===== src/rtl/dmni_mem_arbiter_pkg.sv =====
// Shared types for the DMNI local-memory arbiter: requester indices,
// per-requester access record, arbiter FSM states and a one-hot helper.
package dmni_mem_arbiter_pkg;

  typedef enum logic [1:0] {
    MEM_REQ_SEND    = 2'd0,
    MEM_REQ_RECEIVE = 2'd1,
    MEM_REQ_MON     = 2'd2,
    MEM_NREQ        = 2'd3
  } dmni_mem_req_t;

  typedef struct packed {
    logic [31:0] addr;
    logic [3:0]  we;
    logic [31:0] data;
  } dmni_mem_acc_t;

  typedef enum logic {
    ST_IDLE  = 1'b0,
    ST_OWNED = 1'b1
  } arb_state_t;

  localparam int unsigned NUM_REQ = 3;

  // One-hot grant vector for a requester index; MEM_NREQ maps to no grant.
  function automatic logic [2:0] req_onehot(input dmni_mem_req_t r);
    logic [2:0] oh;
    oh = 3'b000;
    case (r)
      MEM_REQ_SEND:    oh = 3'b001;
      MEM_REQ_RECEIVE: oh = 3'b010;
      MEM_REQ_MON:     oh = 3'b100;
      default:         oh = 3'b000;
    endcase
    return oh;
  endfunction

endpackage


===== src/rtl/dmni_mem_arbiter_rr_pick.sv =====
// Combinational round-robin picker: returns the first requesting index
// after `last` in the cyclic order SEND -> RECEIVE -> MON -> SEND.
module dmni_rr_pick
  import dmni_mem_arbiter_pkg::*;
(
  input  logic [2:0]    req,
  input  dmni_mem_req_t last,
  output dmni_mem_req_t winner,
  output logic          valid
);

  // Priority order rotates so the index just after `last` is checked first.
  always_comb begin
    winner = MEM_REQ_SEND;
    valid  = |req;
    case (last)
      MEM_REQ_SEND: begin
        if (req[1])      winner = MEM_REQ_RECEIVE;
        else if (req[2]) winner = MEM_REQ_MON;
        else             winner = MEM_REQ_SEND;
      end
      MEM_REQ_RECEIVE: begin
        if (req[2])      winner = MEM_REQ_MON;
        else if (req[0]) winner = MEM_REQ_SEND;
        else             winner = MEM_REQ_RECEIVE;
      end
      default: begin
        if (req[0])      winner = MEM_REQ_SEND;
        else if (req[1]) winner = MEM_REQ_RECEIVE;
        else             winner = MEM_REQ_MON;
      end
    endcase
  end

endmodule


===== src/rtl/dmni_mem_arbiter.sv =====
// Single-port local-memory arbiter for the DMNI. Three requesters share one
// 32-bit port with round-robin arbitration and burst holding; a new owner is
// chosen in the same cycle the previous one releases, so handover has no
// bubble. Grants and memory strobes are combinational; state is registered.
module dmni_mem_arbiter
  import dmni_mem_arbiter_pkg::*;
#(
  parameter int unsigned MAX_BURST = 16
) (
  input  logic             clk_i,
  input  logic             rst_i,
  input  logic [2:0]       req_i,
  input  logic [2:0][31:0] req_addr_i,
  input  logic [2:0][3:0]  req_we_i,
  input  logic [2:0][31:0] req_data_i,
  output logic [2:0]       gnt_o,
  output logic [2:0]       rdata_valid_o,
  output logic [31:0]      rdata_o,
  input  logic             mem_ready_i,
  output logic             mem_en_o,
  output logic [3:0]       mem_we_o,
  output logic [31:0]      mem_addr_o,
  output logic [31:0]      mem_data_o,
  input  logic [31:0]      mem_data_i,
  output logic             busy_o
);

  localparam logic [7:0] MAX_BURST_C = 8'(MAX_BURST);

  arb_state_t    state_reg;
  dmni_mem_req_t owner_reg;
  dmni_mem_req_t last_reg;
  logic [7:0]    burst_cnt_reg;
  logic [2:0]    rdata_valid_reg;

  dmni_mem_acc_t acc [NUM_REQ];
  logic [31:0]   addr_m [NUM_REQ];
  logic [3:0]    we_m   [NUM_REQ];
  logic [31:0]   data_m [NUM_REQ];
  logic [2:0]    rdata_valid_next;

  logic [2:0]    owner_oh;
  logic          owner_req;
  logic          hold;
  dmni_mem_req_t pick_winner;
  logic          pick_valid;
  logic [2:0]    gnt_sel;
  logic [2:0]    gnt;

  dmni_rr_pick u_pick (
    .req    (req_i),
    .last   (last_reg),
    .winner (pick_winner),
    .valid  (pick_valid)
  );

  // Current owner keeps the port while it still asks and has burst budget left.
  assign owner_oh  = req_onehot(owner_reg);
  assign owner_req = |(req_i & owner_oh);
  assign hold      = (state_reg == ST_OWNED) && owner_req && (burst_cnt_reg < MAX_BURST_C);

  assign gnt_sel = hold ? owner_oh : (pick_valid ? req_onehot(pick_winner) : 3'b000);
  // A stalled memory or an active reset suppresses every grant.
  assign gnt     = (mem_ready_i && !rst_i) ? gnt_sel : 3'b000;

  // Per-requester access records and AND-OR mux legs keyed on the grant.
  generate
    for (genvar gi = 0; gi < NUM_REQ; gi++) begin : g_req
      assign acc[gi]    = '{addr: req_addr_i[gi], we: req_we_i[gi], data: req_data_i[gi]};
      assign addr_m[gi] = gnt[gi] ? acc[gi].addr : 32'h0;
      assign we_m[gi]   = gnt[gi] ? acc[gi].we   : 4'h0;
      assign data_m[gi] = gnt[gi] ? acc[gi].data : 32'h0;
      assign rdata_valid_next[gi] = gnt[gi] && (acc[gi].we == 4'h0);
    end
  endgenerate

  assign mem_en_o   = |gnt;
  assign mem_addr_o = addr_m[0] | addr_m[1] | addr_m[2];
  assign mem_we_o   = we_m[0]   | we_m[1]   | we_m[2];
  assign mem_data_o = data_m[0] | data_m[1] | data_m[2];

  assign gnt_o         = gnt;
  assign rdata_o       = mem_data_i;
  // Masked during reset so a read granted just before reset never reports data.
  assign rdata_valid_o = rst_i ? 3'b000 : rdata_valid_reg;
  assign busy_o        = (state_reg == ST_OWNED) && !rst_i;

  // Arbiter FSM: hold, hand over or go idle on each accepted cycle; freeze on stall.
  always_ff @(posedge clk_i) begin
    if (rst_i) begin
      state_reg       <= ST_IDLE;
      owner_reg       <= MEM_REQ_SEND;
      last_reg        <= MEM_REQ_MON;
      burst_cnt_reg   <= 8'd0;
      rdata_valid_reg <= 3'b000;
    end else begin
      rdata_valid_reg <= rdata_valid_next;
      if (mem_ready_i) begin
        if (hold) begin
          burst_cnt_reg <= burst_cnt_reg + 8'd1;
        end else if (pick_valid) begin
          state_reg     <= ST_OWNED;
          owner_reg     <= pick_winner;
          last_reg      <= pick_winner;
          burst_cnt_reg <= 8'd1;
        end else begin
          state_reg     <= ST_IDLE;
          burst_cnt_reg <= 8'd0;
        end
      end
    end
  end

endmodule


===== config.mk =====
export PLATFORM = sky130hd
export DESIGN_NAME = dmni_mem_arbiter
export DESIGN_NICKNAME = d
export VERILOG_FILES = /design/src/rtl/dmni_mem_arbiter_pkg.sv /design/src/rtl/dmni_mem_arbiter_rr_pick.sv /design/src/rtl/dmni_mem_arbiter.sv
export SDC_FILE = /design/constraint.sdc
export NUM_CORES = 1
export LEC_CHECK = 0
export ABC_AREA = 1
export ABC_CLOCK_PERIOD_IN_PS = 2200
export CORE_AREA = 2 2 135 137
export CTS_CLUSTER_DIAMETER = 120
export DETAILED_ROUTE_END_ITERATION = 8
export DIE_AREA = 0 0 137 139
export GPL_TIMING_DRIVEN = 0
export PLACE_DENSITY_LB_ADDON = 0.15
export REMOVE_ABC_BUFFERS = 1
export SYNTH_ARGS = -nofsm -noshare
export SYNTH_HDL_FRONTEND = slang
export SYNTH_HIERARCHICAL = 1
export SYNTH_SLANG_ARGS = --single-unit

===== constraint.sdc =====
create_clock -name clk_i -period 2.2 [get_ports clk_i]
set_clock_uncertainty 0.1 [all_clocks]
set_input_delay 0.33 -clock clk_i [delete_from_list [all_inputs] [get_ports clk_i]]
set_output_delay 0.33 -clock clk_i [all_outputs]
set_load 0.01 [all_outputs]

==> results of run 1 <==
-- power groups by stage --
stage | sequential, mW | clock (mW) | combinational (mW)
detailed placement | 0.297 | 0 | 1.38
global placement | 0.296 | 0 | 1.33
CTS | 0.293 | 0.367 | 2.20
global route | 0.294 | 0.384 | 2.54
finish | 0.293 | 0.369 | 2.43
floorplan | 0.294 | 0 | 0.489
-- layout by cell type, fill, tap and decap left out, types with 6 or more instances in the layout --
cell type,netlist,routed
buf_4,38,41
nand3_1,86,66
inv_1,17,7
dfxtp_1,15,12
nand2_1,16,15
buf_6,3,40
clkbuf_16,0,6
buf_8,0,9
nand4_1,208,208
nand3_2,3,14
buf_16,0,6
buf_12,0,33
inv_2,4,12
nor2_1,17,16
buf_2,39,48
clkdlybuf4s50_1,0,208
nand3_4,1,13
nand2_8,0,19
-- cell families (layout without fill, tap and decap cells) --
family                   count (synthesis)  after routing
other                                    0              4
flip-flops                              15             15
AO/OA/AOI/OAI                            5              5
adder cells (fa/ha/maj)                  1              1
buffers and inverters                  119            418
XOR/XNOR                                 3              3
AND/OR/NAND/NOR                        343            367
-- per-stage QoR --
step | cell area [µm²] | hold WS, ps
4_1_cts | 7230 | 258
6_report | 7660 | 263
3_5_place_dp | 5760 | 323
2_1_floorplan | 2430 | 299
5_1_grt | 7660 | 270
3_3_place_gp | 5570 | 317
-- worst paths after layout --
path                    startpoint  slack (ps)            endpoint
hold reg to reg   burst_cnt_reg[5]         340    burst_cnt_reg[5]
hold / removal         mem_ready_i         260    burst_cnt_reg[5]
setup / recovery      owner_reg[0]        -200      mem_addr_o[20]
setup reg to reg      owner_reg[0]         410  rdata_valid_reg[0]
-- repair_timing --
action | in CTS | in global routing
pin swaps | 41 | 42
endpoints found under the setup margin | 79 | 72
buffers inserted | 81 | 11
cloned | 26 | 7
resized for setup | 408 | 43
-- cell type report --
cell class                 instances  area share
sequential                        15      0.0403
inverter                          21      0.0111
timing repair buffer             393       0.547
antenna                            4     0.00131
tap                              229      0.0374
clock buffer                       3     0.00980
multi-input combinational        376       0.352
clock inverter                     1    0.000980
-- per-layer routing --
layer	vias to the layer above	track usage	wire (µm)
li1	2567	-	-
met1	2766	0.316	10600
met2	300	0.458	13700
met3	35	0.0947	2480
met4	2	0.0651	575
met5	-	0.0265	63
-- critical path, delay by kind of cell, from the launching register on --
kind,cells,cell delay (ps)
buffers and inverters,6,750
flip-flops,1,370
AND/OR/NAND/NOR,7,600
==> key figures, run 1 <==
CTS
  – CTS Buf Count: 3
  – Root Buffer: clkbuf_16
  – CTS max path bufs: 2
  – Clk Latency, worst-skew pair: 250 ps
  – CTS tree: done
  – H-Tree Depth: 1
  – Clock tree sinks: 15
  – Clk slew on worst S/H paths: 60 ps
  – Hold Buf Count CTS: 0

Power
  – VDD IR max: 0.389 mV
  – Pint: 1.79 mW
  – Pwr/cell area: 403 mW/mm²
  – Logic pwr share: 0.786
  – LEAKAGE: 3.19 nW
  – Switch Pwr: 1.30 mW
  – Clock share of power: 0.119
  – Overall power: 3.09 mW
  – Seq pwr share: 0.095
  – Switch share: 0.421

Yosys
  – Most used DFF post-synth: dfxtp_1
  – Largest cells by area after synthesis: nand4_1, nand3_1, dfxtp_1, buf_4, buf_2
  – Ys async rst share: 0
  – Compound-gate portion of the synthesized area: 0.00913
  – Main combinational cell family by area after synthesis: simple AND/OR/NAND/NOR gates
  – Top-area cell type share of the netlist area: 0.432
  – Number of warning messages in the yosys log: 6
  – Post-synthesis xor/xnor area fraction: 0.00871
  – Post-Syn Instances: 486
  – Post-synth EDFFs: 0
  – Number of distinct library cells after synthesis: 26
  – Seq cells post-synth: 15
  – Post-synthesis mux area share: 0
  – Most frequent cell after synthesis: nand4_1
  – Post-Synth Simple-Gate Area: 0.659
  – Syn_area_per_cell: 6.20 µm²
  – Synth cell count leaders: nand4_1, nand3_1, buf_2
  – Mapped cell area: 0.00302 mm²
  – Adder-Cell Fraction of Synth Area: 0.00415
  – Cell accounting for the most synthesized area: nand4_1
  – Sequential share of the synthesized area: 0.0996

Worst setup path
  – Crit Path Class: flop to primary output
  – Critical Path Fanout Max: 7
  – Worst reg2reg path depth: 12
  – Critical Path RT: 1770 ps
  – Arrival @ worst endpoint: 1970 ps
  – CP Cell Sequence: inv_2, nor2_2, nand2_1, nand3_2, inv_2, nand3_4, buf_6, buf_12, nand2_8, buf_12, nand4_1, nand3_1, buf_2
  – Setup crit start kind: flop
  – Crit path largest cell delay: 370 ps
  – Slowest CP cell: dfxtp_4
  – Crit. End Element: primary output

Placed design
  – Pre-CTS WS: -1470 ps
  – DP HPWL: 14.6 mm
  – I/O Buffers: 285
  – # placed instances: 909
  – GP Congestion: 0.767

Global routing
  – Gr usage total: 0.268
  – Global-route wire length before repair: 37.5 mm
  – Initial antenna violation count: 3
  – Total gr overflow: 0
  – Largest net degree at the start of global routing: 52
  – Vias in the first global route: 5,674

Timing
  – Slew of the pin with the lowest slew margin: 720 ps
  – Final Cycle Share: 1.09
  – Final worst slack: -199 ps
  – Final hold viol count: 0
  – Max transition margin: 0.519
  – Endpoints failing setup: 71
  – Period minus WS final: 2400 ps
  – Fmax: 0.417 GHz
  – RSZ-0062 raised after global routing: yes
  – Slew Limit Fails: 0
  – Fin Setup TNS: -9530 ps

Detailed routing
  – Post-route ant nets: 0
  – Vias: 5,670
  – DR vias/cell: 5.44
  – 1st-pass router iterations: 5
  – Initial DRC count: 376
  – Per-cell routed wire length: 26.3 µm
  – Drt total wl: 27.4 mm
  – Post-route DRC violation count: 0

Floorplanning
  – IO Pins: 350
  – Die X: 137 µm
  – Die H: 139 µm
  – Total core area: 0.0177 mm²
  – Die area: 0.0190 mm²
  – # rows: 49
  – Initial Util: 0.171

Final layout
  – # nets final: 1,053
  – Area delta synth->final: 154%
  – Max reg flops: 8
  – Area of the multi-input gates: 0.00270 mm²
  – Final core occ: 0.434
  – Post-Layout Cell Count: 1,042
  – Reg area: 309 µm²
  – Fill cells: 1,766
  – Proportion of layout cells with a drive suffix above 1: 0.321

Min path
  – Hold path cells: 2
  – HP Class: input port to flop

Flow run
  – Max_cap viols: 0

Outcome
  – Failing checks: setup timing
  – Status: finished with violations
(Power assumes the default switching activity.)
==> run 2, diff against run 1 <==
--- a/config.mk
+++ b/config.mk
@@ -7,11 +7,12 @@
 export LEC_CHECK = 0
 export ABC_AREA = 1
 export ABC_CLOCK_PERIOD_IN_PS = 2200
-export CORE_AREA = 2 2 135 137
+export CORE_AREA = 3 3 136 138
 export CTS_CLUSTER_DIAMETER = 120
 export DETAILED_ROUTE_END_ITERATION = 8
-export DIE_AREA = 0 0 137 139
+export DIE_AREA = 0 0 139 141
 export GPL_TIMING_DRIVEN = 0
+export HOLD_SLACK_MARGIN = 0.02
 export PLACE_DENSITY_LB_ADDON = 0.15
 export REMOVE_ABC_BUFFERS = 1
 export SYNTH_ARGS = -nofsm -noshare
==> key figures, run 2 (synthesis gave the netlist of run 1 again) <==
CTS
  – CTS max path bufs: 2 (unchanged)
  – CTS Buf Count: 3 (unchanged)
  – Root Buffer: clkbuf_16
  – CTS tree: done
  – Clk Latency, worst-skew pair: 250 ps (about the same)
  – H-Tree Depth: 1 (unchanged)
  – Clock tree sinks: 15 (unchanged)
  – Clk slew on worst S/H paths: 50 ps (about the same)
  – Hold Buf Count CTS: 0 (unchanged)

Worst setup path
  – Worst R2R Setup Slack: 450 ps (+40 ps)
  – Path length in cells of the critical path: 12 (-1)
  – Cell repeated most along the worst path: buf_6
  – Setup crit start kind: flop
  – CP delay by family, top: buffers and inverters
  – Crit. End Element: primary output
  – Critical R2R Capture: rdata_valid_reg[0]
  – Crit path from: burst_cnt_reg[5]
  – Critical Path End: mem_data_o[12]
  – Worst reg2reg path depth: 12 (unchanged)
  – Crit path largest cell delay: 310 ps (-60 ps)
  – Critical Path Fanout Max: 7 (unchanged)
  – Crit Path Class: flop to primary output
  – Critical R2R Launch: burst_cnt_reg[5]
  – Critical Path RT: 1770 ps (about the same)
  – CP Cell Sequence: inv_2, nand3_2, nor2_4, buf_6, nand2_8, buf_16, buf_12, nand2_8, buf_6, nand4_1, nand3_2, buf_6
  – Arrival @ worst endpoint: 2000 ps (+30 ps)
  – Slowest CP cell: dfxtp_2
  – WP buf/inv: 6 (unchanged)

Global routing
  – Initial antenna violation count: 2 (-1)
  – Vias in the first global route: 5,780 (+1.9%)
  – Grt met3 use: 0.0858 (-0.00884)
  – Largest net degree at the start of global routing: 53 (+1.9%)
  – Global-route wire length before repair: 38.0 mm (+1.5%)
  – Total gr overflow: 0 (unchanged)
  – Grt met1 use: 0.300 (-0.0154)
  – Gr usage total: 0.255 (-0.0130)
  – Grt met2 use: 0.447 (-0.0108)
  – Busiest grt layer: met2

Timing
  – Period minus WS final: 2430 ps (+29.0 ps)
  – Max transition margin: 0.638 (+0.118)
  – WHS: 269 ps (+5.89 ps)
  – Slew Limit Fails: 0 (unchanged)
  – Final Cycle Share: 1.10 (+0.0132)
  – Final worst slack: -228 ps (-29.0 ps)
  – Final hold viol count: 0 (unchanged)
  – Fmax: 0.412 GHz (-1.2%)
  – RSZ-0062 raised after global routing: yes
  – Endpoints failing setup: 71 (unchanged)
  – Slew of the pin with the lowest slew margin: 542 ps (-178 ps)

Floorplanning
  – Die H: 141 µm (+1.4%)
  – # rows: 48 (-2.0%)
  – Initial Util: 0.174 (+0.00356)
  – IO Pins: 350 (unchanged)
  – Die area: 0.0196 mm² (+2.9%)
  – Die X: 139 µm (+1.5%)
  – Total core area: 0.0173 mm² (-2.0%)

Detailed routing
  – Per-cell routed wire length: 26.9 µm (+2.2%)
  – Vias: 5,700 (+0.53%)
  – Post-route ant nets: 0 (unchanged)
  – DR vias/cell: 5.51 (+1.2%)
  – Post-route DRC violation count: 0 (unchanged)
  – Initial DRC count: 308 (-18%)
  – 1st-pass router iterations: 4 (-1)
  – Drt total wl: 27.8 mm (+1.5%)

Placed design
  – DP HPWL: 14.3 mm (-2.1%)
  – Pre-CTS WS: -1850 ps (-380 ps)
  – GP Congestion: 0.806 (+5.1%)
  – Placed Area: 0.00576 mm² (about the same)
  – I/O Buffers: 285 (unchanged)

Power
  – LEAKAGE: 3.19 nW (+0.11%)
  – VDD IR max: 0.381 mV (-2.2%)
  – Pwr/cell area: 397 mW/mm² (-1.4%)

Final layout
  – Post-route cell area: 0.00766 mm² (about the same)
  – # nets final: 1,052 (-0.095%)
  – Proportion of layout cells with a drive suffix above 1: 0.333 (+0.0115)
  – Area delta synth->final: 154% (about the same)
  – Max reg flops: 8 (unchanged)
  – Fill cells: 1,712 (-3.1%)
  – Most frequent cells in the layout: nand4_1, clkdlybuf4s50_1, nand3_1
  – Final core occ: 0.443 (+0.00868)

Outcome
  – Status: finished with violations
  – Failing checks: setup timing

Min path
  – HP Class: input port to flop

Flow run
  – Max_cap viols: 0 (unchanged)
run 2: repair_timing:
item,in CTS,in global routing
pin swaps,70,63
setup buffers,80,16
resized for setup,417,57
cloned,26,5
endpoints found under the setup margin,78,72
run 2: layer usage:
metal / vias to the layer above / share of wire
li1: 2568 / -
met1: 2809 / 0.39
met2: 290 / 0.50
met3: 31 / 0.084
met4: 2 / 0.019
met5: - / 0.0030
run 2: how the worst min path moves through the flow:
| stage | endpoint | slack, ps | startpoint | depth (start not counted) |
|---|---|---|---|---|
| 6_report | burst_cnt_reg[7] | 270 | mem_ready_i | 2 |
| 5_1_grt | burst_cnt_reg[7] | 270 | mem_ready_i | 2 |
| 4_1_cts | burst_cnt_reg[7] | 260 | mem_ready_i | 2 |
| 3_5_place_dp | burst_cnt_reg[7] | 320 | burst_cnt_reg[7] | 2 |
| 3_3_place_gp | burst_cnt_reg[7] | 320 | burst_cnt_reg[7] | 2 |
| 2_1_floorplan | burst_cnt_reg[1] | 300 | rst_i | 1 |
run 2: layout make-up:
type,instances,area (µm²),area share
Tap cell,225,282,0.0368
Clock buffer,3,75.1,0.00981
Antenna cell,2,5.00,0.000654
Timing Repair Buffer,395,4180,0.546
Sequential cell,15,314,0.0410
Clock inverter,1,5.00,0.000654
Multi-Input combinational cell,373,2700,0.353
Inverter,21,90.1,0.0118
run 2: power by group:
part	total [mW]	internal, mW	switching, mW
combinational	2.39	1.23	1.16
sequential	0.295	0.281	0.0140
clock	0.355	0.243	0.112
run 2: metrics by stage:
stage	TNS [ps]	std cells	power (mW)
2_1_floorplan	-216630	388	0.783
3_5_place_dp	-108490	905	1.67
3_3_place_gp	-429610	898	1.63
5_1_grt	-12000	1035	3.18
6_report	-6040	1035	3.04
4_1_cts	-6500	1015	2.88
==> run 3, diff against run 2 <==
--- a/config.mk
+++ b/config.mk
@@ -15,6 +15,7 @@
 export HOLD_SLACK_MARGIN = 0.02
 export PLACE_DENSITY_LB_ADDON = 0.15
 export REMOVE_ABC_BUFFERS = 1
+export SKIP_CTS_REPAIR_TIMING = 1
 export SYNTH_ARGS = -nofsm -noshare
 export SYNTH_HDL_FRONTEND = slang
 export SYNTH_HIERARCHICAL = 1
==> key figures, run 3 (synthesis gave the netlist of run 1 again) <==
Outcome
  – Status: finished with violations
  – Failing checks: setup timing

Power
  – Logic pwr share: 0.764 (-0.022)
  – LEAKAGE: 2.99 nW (-6.5%)
  – Pwr/cell area: 382 mW/mm² (-3.9%)
  – Seq pwr share: 0.108 (+0.011)
  – VDD IR max: 0.372 mV (-2.3%)
  – Clock share of power: 0.128 (+0.011)
  – Pint: 1.51 mW (-14%)
  – Switch Pwr: 1.23 mW (-4.3%)
  – Switch share: 0.449 (+0.0253)

Worst setup path
  – WP buf/inv: 4 (-2)
  – CP delay by family, top: simple AND/OR/NAND/NOR gates
  – Crit path largest cell delay: 370 ps (+60 ps)
  – Crit Path Class: flop to primary output
  – Critical Path Fanout Max: 8 (+1)
  – Cell repeated most along the worst path: buf_12
  – Setup crit start kind: flop
  – Critical Path RT: 1770 ps (about the same)
  – Arrival @ worst endpoint: 1950 ps (-50 ps)
  – Crit. End Element: primary output
  – Slowest CP cell: dfxtp_4
  – CP Cell Sequence: nor2_1, o21ai_1, nand2_2, inv_2, nand3_4, buf_12, nand2_8, buf_12, nand4_1, nand3_1, buf_2

Timing
  – Period minus WS final: 2380 ps (-46.7 ps)
  – Slew Limit Fails: 0 (unchanged)
  – WHS: 284 ps (+15.9 ps)
  – Max transition margin: 0.608 (-0.0303)
  – Endpoints failing setup: 71 (unchanged)
  – RSZ-0062 raised after global routing: yes
  – Slew of the pin with the lowest slew margin: 588 ps (+46.1 ps)
  – Final Cycle Share: 1.08 (-0.0212)
  – Final worst slack: -182 ps (+46.7 ps)
  – Final hold viol count: 0 (unchanged)
  – Fmax: 0.420 GHz (+2.0%)

Final layout
  – Area of the multi-input gates: 0.00275 mm² (+1.9%)
  – Max reg flops: 8 (unchanged)
  – Post-Layout Cell Count: 1,002 (-3.2%)
  – Area delta synth->final: 139%
  – Proportion of layout cells with a drive suffix above 1: 0.287 (-0.0459)
  – Antenna fix cells: 0 (-2)
  – # nets final: 1,021 (-2.9%)
  – Reg area: 309 µm² (-1.6%)
  – Most frequent cells in the layout: nand4_1, clkdlybuf4s50_1, nand3_1
  – Fill cells: 1,780 (+4.0%)

Detailed routing
  – Post-route ant nets: 0 (unchanged)
  – Drt total wl: 27.2 mm (-2.3%)
  – Per-cell routed wire length: 27.1 µm (+0.92%)
  – 1st-pass router iterations: 5 (+1)
  – Initial DRC count: 315 (+2.3%)
  – Vias: 5,487 (-3.7%)
  – Post-route DRC violation count: 0 (unchanged)
  – DR vias/cell: 5.48 (-0.57%)

Global routing
  – Grt met3 use: 0.0743 (-0.0115)
  – Gr usage total: 0.181 (-0.0745)
  – Largest net degree at the start of global routing: 70 (+32%)
  – Initial antenna violation count: 0 (-2)
  – Grt met2 use: 0.314 (-0.133)
  – Global-route wire length before repair: 28.6 mm (-25%)
  – Total gr overflow: 0 (unchanged)
  – Grt met1 use: 0.215 (-0.0849)
  – Vias in the first global route: 4,767 (-18%)
  – Busiest grt layer: met2

CTS
  – Clock tree sinks: 15 (unchanged)
  – CTS Buf Count: 3 (unchanged)
  – Clk slew on worst S/H paths: 50 ps (about the same)
  – H-Tree Depth: 1 (unchanged)
  – Root Buffer: clkbuf_16
  – CTS max path bufs: 2 (unchanged)
  – Clk Latency, worst-skew pair: 250 ps (about the same)
  – CTS tree: done

Placed design
  – I/O Buffers: 285 (unchanged)
  – GP Congestion: 0.806 (unchanged)
  – DP HPWL: 14.3 mm (unchanged)
  – # placed instances: 905 (unchanged)

Floorplanning
  – IO Pins: 350 (unchanged)
  – Die X: 139 µm (unchanged)
  – Die area: 0.0196 mm² (unchanged)
  – Initial Util: 0.174 (unchanged)
  – # rows: 48 (unchanged)
  – Total core area: 0.0173 mm² (unchanged)
  – Die H: 141 µm (unchanged)

Flow run
  – Max_cap viols: 0 (unchanged)

Min path
  – HP Class: input port to flop
==> run 3: path summary, 6_finish.rpt <==
check                                 startpoint                to  slack [ps]  cells past startpoint
worst max-delay path                 last_reg[1]     mem_data_o[9]        -180                     11
worst min-delay path                 mem_ready_i  burst_cnt_reg[7]         280                      2
worst min register to register  burst_cnt_reg[7]  burst_cnt_reg[7]         340                      2
worst max register to register      owner_reg[0]      owner_reg[0]         450                     10
==> run 3: layer usage <==
layer	routed length, µm	up-vias	part of all wire
met5	83	-	0.0031
met4	217	2	0.0080
met3	2400	21	0.088
met2	13600	288	0.50
met1	10900	2666	0.40
li1	-	2510	-
==> run 3: area by class of cell <==
cell class | count | area share
clock buffers | 3 | 0.0104
clock inverters | 1 | 0.000696
inverters | 21 | 0.0120
multi-input cells | 379 | 0.383
flip-flops and latches | 15 | 0.0430
well taps | 225 | 0.0391
repair buffers | 358 | 0.512
==> run 3: worst reg2reg max path, stage by stage, from the launching register on <==
cell	delay, ps
dfxtp_4	400
inv_4	60
nand3_4	80
nand3_4	180
buf_12	200
nand2_8	100
buf_4	120
nand3_1	180
nand2_1	130
nand2_1	60
nor2_1	80
==> run 3: metrics by stage <==
stage	utilization	power [mW]	area (µm²)	setup slack (ps)	TNS (ps)
6_report	0.416	2.75	7190	-182	-8080
5_1_grt	0.416	2.87	7190	-283	-14630
4_1_cts	0.338	2.04	5840	-1870	-108530
3_5_place_dp	0.333	1.67	5760	-1850	-108490
3_3_place_gp	0.322	1.63	5570	-6210	-429610
2_1_floorplan	-	0.783	2430	-3140	-216630
==> run 3: power groups by stage <==
stage	clock, mW	combinational (mW)	sequential, mW
after CTS	0.361	1.39	0.291
after detailed placement	0	1.38	0.296
after floorplan	0	0.489	0.294
after global placement	0	1.33	0.296
final	0.352	2.10	0.296
after global routing	0.375	2.20	0.297
